==> src/rtl/hopfield_sequencer.sv <==
// hopfield_sequencer: train/recall phase controller for a spiking Hopfield network
module hopfield_sequencer #(
    parameter int N          = 7,
    parameter int NUM_PAT    = 4,
    parameter int EPOCHS     = 4,
    parameter int TRAIN_CYC  = 64,
    parameter int GAP_CYC    = 16,
    parameter int CUE_CYC    = 8,
    parameter int RECALL_CYC = 128,
    parameter int CNT_W      = 8,
    parameter int THRESH     = 4
) (
    input  logic         clk,
    input  logic         reset,
    input  logic         start,
    input  logic         recall_only,
    input  logic         abort,
    input  logic         pat_wr_en,
    input  logic [1:0]   pat_wr_addr,
    input  logic [3:0]   pat_wr_data,
    input  logic [3:0]   cue,
    input  logic [N-1:0] net_spikes,
    output logic         learning_enable,
    output logic [3:0]   pattern_input,
    output logic         busy,
    output logic [2:0]   phase,
    output logic         done,
    output logic         result_valid,
    output logic [N-1:0] result
);
    localparam int PW = NUM_PAT > 1 ? $clog2(NUM_PAT) : 1;
    localparam int EW = EPOCHS > 1 ? $clog2(EPOCHS) : 1;
    localparam int TW = 16;
    localparam logic [PW-1:0] LAST_PAT = PW'(NUM_PAT - 1);
    localparam logic [EW-1:0] LAST_EP = EW'(EPOCHS - 1);
    localparam logic [CNT_W-1:0] TH = CNT_W'(THRESH);

    typedef enum logic [2:0] {IDLE = 3'd0, TRAIN, GAP, CUE, COUNT, DONE} state_t;

    state_t           state_q, state_d;
    logic [TW-1:0]    timer_q, timer_d;
    logic [PW-1:0]    pat_idx_q, pat_idx_d;
    logic [EW-1:0]    epoch_q, epoch_d;
    logic [3:0]       cue_q, cue_d;
    logic [3:0]       mem_q [NUM_PAT];
    logic [3:0]       mem_d [NUM_PAT];
    logic [CNT_W-1:0] cnt_q [N];
    logic [CNT_W-1:0] cnt_d [N];
    logic [CNT_W-1:0] cnt_inc [N];
    logic             le_q, le_d, busy_q, busy_d, done_q, done_d, rv_q, rv_d;
    logic [3:0]       pi_q, pi_d;
    logic [N-1:0]     result_q, result_d, hit;
    logic             last;

    always_comb begin
        mem_d = mem_q;
        for (int k = 0; k < NUM_PAT; k++)
            if (state_q == IDLE && pat_wr_en && 32'(pat_wr_addr) == k) mem_d[k] = pat_wr_data;
        // hit includes this cycle's spikes so the final COUNT cycle is counted
        for (int i = 0; i < N; i++) begin
            cnt_inc[i] = (net_spikes[i] && cnt_q[i] != '1) ? cnt_q[i] + CNT_W'(1) : cnt_q[i];
            hit[i] = cnt_inc[i] >= TH;
        end
        last = timer_q == '0;
        state_d = state_q;
        timer_d = last ? timer_q : timer_q - TW'(1);
        pat_idx_d = pat_idx_q;
        epoch_d = epoch_q;
        cue_d = cue_q;
        cnt_d = cnt_q;
        le_d = le_q;
        pi_d = pi_q;
        done_d = 1'b0;
        rv_d = rv_q;
        result_d = result_q;
        if (abort && state_q != IDLE) begin
            state_d = IDLE;
            le_d = 1'b0;
            pi_d = '0;
        end else begin
            case (state_q)
                IDLE: if (start) begin
                    cue_d = cue;
                    rv_d = 1'b0;
                    result_d = '0;
                    pat_idx_d = '0;
                    epoch_d = '0;
                    le_d = 1'b1;
                    state_d = recall_only ? CUE : TRAIN;
                    timer_d = recall_only ? TW'(CUE_CYC - 1) : TW'(TRAIN_CYC - 1);
                    pi_d = recall_only ? cue : mem_d[0];
                end
                TRAIN: if (last) begin
                    state_d = GAP;
                    timer_d = TW'(GAP_CYC - 1);
                    le_d = 1'b0;
                    pi_d = '0;
                end
                GAP: if (last) begin
                    state_d = TRAIN;
                    timer_d = TW'(TRAIN_CYC - 1);
                    le_d = 1'b1;
                    if (pat_idx_q != LAST_PAT) pat_idx_d = pat_idx_q + PW'(1);
                    else if (epoch_q != LAST_EP) begin
                        pat_idx_d = '0;
                        epoch_d = epoch_q + EW'(1);
                    end else begin
                        state_d = CUE;
                        timer_d = TW'(CUE_CYC - 1);
                    end
                    pi_d = state_d == CUE ? cue_q : mem_d[pat_idx_d];
                end
                CUE: if (last) begin
                    state_d = COUNT;
                    timer_d = TW'(RECALL_CYC - 1);
                    le_d = 1'b0;
                    pi_d = '0;
                    cnt_d = '{default: '0};
                end
                COUNT: begin
                    cnt_d = cnt_inc;
                    if (last) begin
                        state_d = DONE;
                        done_d = 1'b1;
                        rv_d = 1'b1;
                        result_d = hit;
                    end
                end
                default: state_d = IDLE;
            endcase
        end
        busy_d = state_d != IDLE;
    end

    always_ff @(posedge clk) begin
        if (reset) begin
            state_q <= IDLE;
            timer_q <= '0;
            pat_idx_q <= '0;
            epoch_q <= '0;
            cue_q <= '0;
            mem_q <= '{default: '0};
            cnt_q <= '{default: '0};
            le_q <= 1'b0;
            pi_q <= '0;
            busy_q <= 1'b0;
            done_q <= 1'b0;
            rv_q <= 1'b0;
            result_q <= '0;
        end else begin
            state_q <= state_d;
            timer_q <= timer_d;
            pat_idx_q <= pat_idx_d;
            epoch_q <= epoch_d;
            cue_q <= cue_d;
            mem_q <= mem_d;
            cnt_q <= cnt_d;
            le_q <= le_d;
            pi_q <= pi_d;
            busy_q <= busy_d;
            done_q <= done_d;
            rv_q <= rv_d;
            result_q <= result_d;
        end
    end

    assign learning_enable = le_q;
    assign pattern_input = pi_q;
    assign busy = busy_q;
    assign phase = state_q;
    assign done = done_q;
    assign result_valid = rv_q;
    assign result = result_q;
endmodule

==> config.mk <==
export PLATFORM = sky130hd
export DESIGN_NAME = hopfield_sequencer
export DESIGN_NICKNAME = d
export VERILOG_FILES = /design/src/rtl/hopfield_sequencer.sv
export SDC_FILE = /design/constraint.sdc
export NUM_CORES = 1
export LEC_CHECK = 0
export CAP_MARGIN = 20
export CORE_UTILIZATION = 30
export DETAILED_ROUTE_END_ITERATION = 16
export SLEW_MARGIN = 25
export SYNTH_ARGS = -nofsm -noshare
export SYNTH_HDL_FRONTEND = slang
export SYNTH_SLANG_ARGS = --single-unit
==> constraint.sdc <==
create_clock -name clk -period 5.7 [get_ports clk]
set_input_delay 0.57 -clock clk [delete_from_list [all_inputs] [get_ports clk]]
set_output_delay 0.57 -clock clk [all_outputs]
set_load 0.01 [all_outputs]
==> flow_summary_export.csv <==
group,metric,value,unit
clock_network,cts_buffer_depth,2,
die,die_w,150.3,um
clock_network,cts_inserted_buffers,17,
setup_path,start_kind,"register",
drt,ant_nets,0,
global_route,grt_pass1_vias,5697,
drt,drc_errors,0,
synth,syn-cell-area,6600,sq um
cells_and_area,fillers,2158,
global_route,grt_pass1_wl,28680,um
clock_network,path_clk_slew,0.06,ns
sta,finalCritPeriodShare,0.5288,
clock_network,cts_sinks,114,
die,initial_core_util,0.3101,
setup_path,r2r_setup_slack,2.69,ns
place,dpl.hpwl,11600,um
place,gp_congestion,0.8361,
setup_path,path_max_fanout,24,
cells_and_area,stdcell_count,1140,
global_route,grt_usage,0.1585,
power_and_ir_drop,vdd_drop_max,0.1862,mV
setup_path,worstSetupEndpointType,"register",
place,io_buffer_count,40,
job,maxCapViolations,0,
clock_network,ctsResizeCount,0,
clock_network,clkLatencyLatePin,0.42,ns
setup_path,crit_required,6.01,ns
sta,grt_setup_unrepaired,"no",
synth,ys_ff_latch,114,
power_and_ir_drop,power.total,0.002972,W
run_status,outcome,"complete, no violations",
drt,wl_per_cell,15.25,um
cells_and_area,multi_input_area,4018,sq um
power_and_ir_drop,p_leak,2.598,nW
cells_and_area,diodes,0,
synth,synth_cell_types,67,
synth,syn-num-nets,880,
global_route,antenna_found_initial,0,
cells_and_area,nets,887,
sta,period_needed,3.014,ns
sta,finalSetupViolCount,0,
cells_and_area,register_area,2282,sq um
place,place_inst,1108,
synth,muxShareOfSynthArea,0.04038,
sta,fmax,331.7,MHz
drt,dr.pass1.iters,5,
setup_path,arrival,3.32,ns
sta,tightest_slew,0.9261,ns
drt,wl,17390,um
synth,synth_top_family_by_area,"simple AND/OR/NAND/NOR gates",
min_path,whs_path_depth,2,
synth,synth-edff-count,0,
synth,synth_xor_area_frac,0.02521,
synth,yosys.area_share.adder,0.02275,
global_route,grt_max_degree,57,
die,dieArea,22600,sq um
cells_and_area,drive_above_1_share,0.07399,
sta,slew_headroom,0.3811,
synth,ys_seq_area_frac,0.3458,
min_path,hold_start,"cue_q[0]",
setup_path,r2r-end,"result[2]",
min_path,hold_path.class,"register to register",
synth,avgSynthCellArea,7.811,sq um
setup_path,cp-startpoint,"phase[2]",
clock_network,post_cts_buffers,0,
setup_path,worstSetupPathType,"register to register",
sta,hold_viol,0,
die,fp-row-count,53,
drt,viasPerCell,5.518,
cells_and_area,synthToLayoutAreaGrowth,17.46,%
min_path,hold_end,"cue_q[0]",
drt,via_count,6290,
synth,synth_flop_cell,"dfxtp_1",
synth,yosysWarningCount,0,
cells_and_area,final_area,7752,sq um
setup_path,r2r-start,"phase[2]",
sta,setup_tns,0,ns
setup_path,reg2reg_depth,6,
clock_network,holdBufCountCts,0,
global_route,grt_overflow,0,
clock_network,cts_tree,"done",
synth,synth_compound_area_frac,0.2529,
die,num_io_pins,41,
sta,fin_skew,0.01017,ns
die,core-area,21290,sq um
clock_network,cts.htree.levels,4,
die,dieHeight,150.3,um
sta,slew_violations,0,
power_and_ir_drop,cellPowerDensity,383.4,nW/um^2
clock_network,cts-root-buf,"clkbuf_16",
place,place_area,7151,sq um
synth,async_flop_share,0,
synth,synthSimpleGateAreaFrac,0.2671,
drt,drt_iter0_markers,379,
synth,netlist_instances,845,
sta,holdWs,0.4627,ns
-- stage by stage --
stage | setup WS, ns | util
floorplan | 3.735 | -
global placement | 2.224 | 0.3359
detailed placement | 2.137 | 0.3359
CTS | 2.489 | 0.3641
global route | 2.457 | 0.3642
finish | 2.686 | 0.3642
-- Yosys cell counts (4+ instances only) --
cell type  count  area (sq um)
a211oi_1      16         120.1
a21o_1         7         52.55
a21oi_1       66         330.3
a221oi_1       7         61.31
a311oi_1      19         166.4
a31oi_1       36         225.2
a41oi_1        4         35.03
and2_1         6         37.54
and3_1        17         106.4
and4_1         4         35.03
buf_1          5         18.77
buf_2         13         65.06
clkbuf_1      39         146.4
dfxtp_1      114          2282
ha_1          12         150.1
inv_1         14         52.55
mux2_2         5         56.30
mux2i_1       21         210.2
nand2_1       70         262.8
nand2b_1      15         93.84
nand3_1       39         195.2
nand3b_1       5         37.54
nand4_1       16         100.1
nor2_1        80         300.3
nor2b_1       12         75.07
nor3_1        34         170.2
nor3b_1        4         30.03
nor4_1         7         43.79
o211ai_1       5         37.54
o21a_1         7         52.55
o21ai_0       49         245.2
o22a_1         4         35.03
o31ai_1       11         82.58
or2_2          4         25.02
or3_1         11         68.82
xnor2_1       16         140.1
-- critical path, cell delays in order (launching register included) --
cell	delay [ns]
dfxtp_1	0.75
nor3b_1	0.34
buf_4	0.24
nand2_1	0.55
nor2_1	0.64
o21ai_0	0.18
o21a_1	0.20
-- cell families after synthesis --
kind of cell | Yosys count
AOI/OAI and AO/OA | 258
xor gates and xnor gates | 19
adders and majority gates | 12
buffers and inverters | 75
DFF | 114
muxes | 26
and+or+nand+nor | 341
-- registers in the layout, indices dropped and copies added (netlist names) --
register / flops
cnt_q: 56
busy: 1
phase: 3
epoch_q: 2
mem_q: 16
pattern_input: 4
cue_q: 4
result_valid: 1
learning_enable: 1
pat_idx_q: 2
timer_q: 16
result: 7
done: 1
-- metal layers --
| metal | vias up | track usage | share of wire |
|---|---|---|---|
| met5 | - | 0 | 0 |
| met4 | 0 | 0.03636 | 0.0043 |
| met3 | 6 | 0.03667 | 0.052 |
| met2 | 134 | 0.2544 | 0.46 |
| met1 | 2971 | 0.2139 | 0.49 |
| li1 | 3179 | - | - |
-- area by class of cell --
cell class	instances	area share
sequential	114	0.2944
inverter	16	0.007747
clock inverter	15	0.02260
multi-input combinational	656	0.5182
tap	275	0.04438
clock buffer	17	0.05487
timing repair buffer	47	0.05778
-- layout by cell type (no fill, tap or decap), types with 21 or more instances in the layout --
master             n
clkdlybuf4s50_1   39
o21ai_0           49
a21oi_1           66
nand2_1           70
mux2i_1           21
nor2_1            80
nor3_1            34
nand3_1           39
a31oi_1           36
dfxtp_1          114
-- power by group --
group          internal, W  switching [W]
registers         0.000886      0.0000871
clock network     0.000657       0.000428
logic             0.000387       0.000527
-- worst max path at each step --
stage	end	slack, ns	depth (start not counted)
after floorplan	timer_q[8]	3.73	8
after global placement	result[0]	2.22	7
after detailed placement	result[0]	2.14	7
after CTS	result[0]	2.49	5
after global routing	result[2]	2.46	6
final	result[2]	2.69	6
Power figures use the tool's default switching activity.
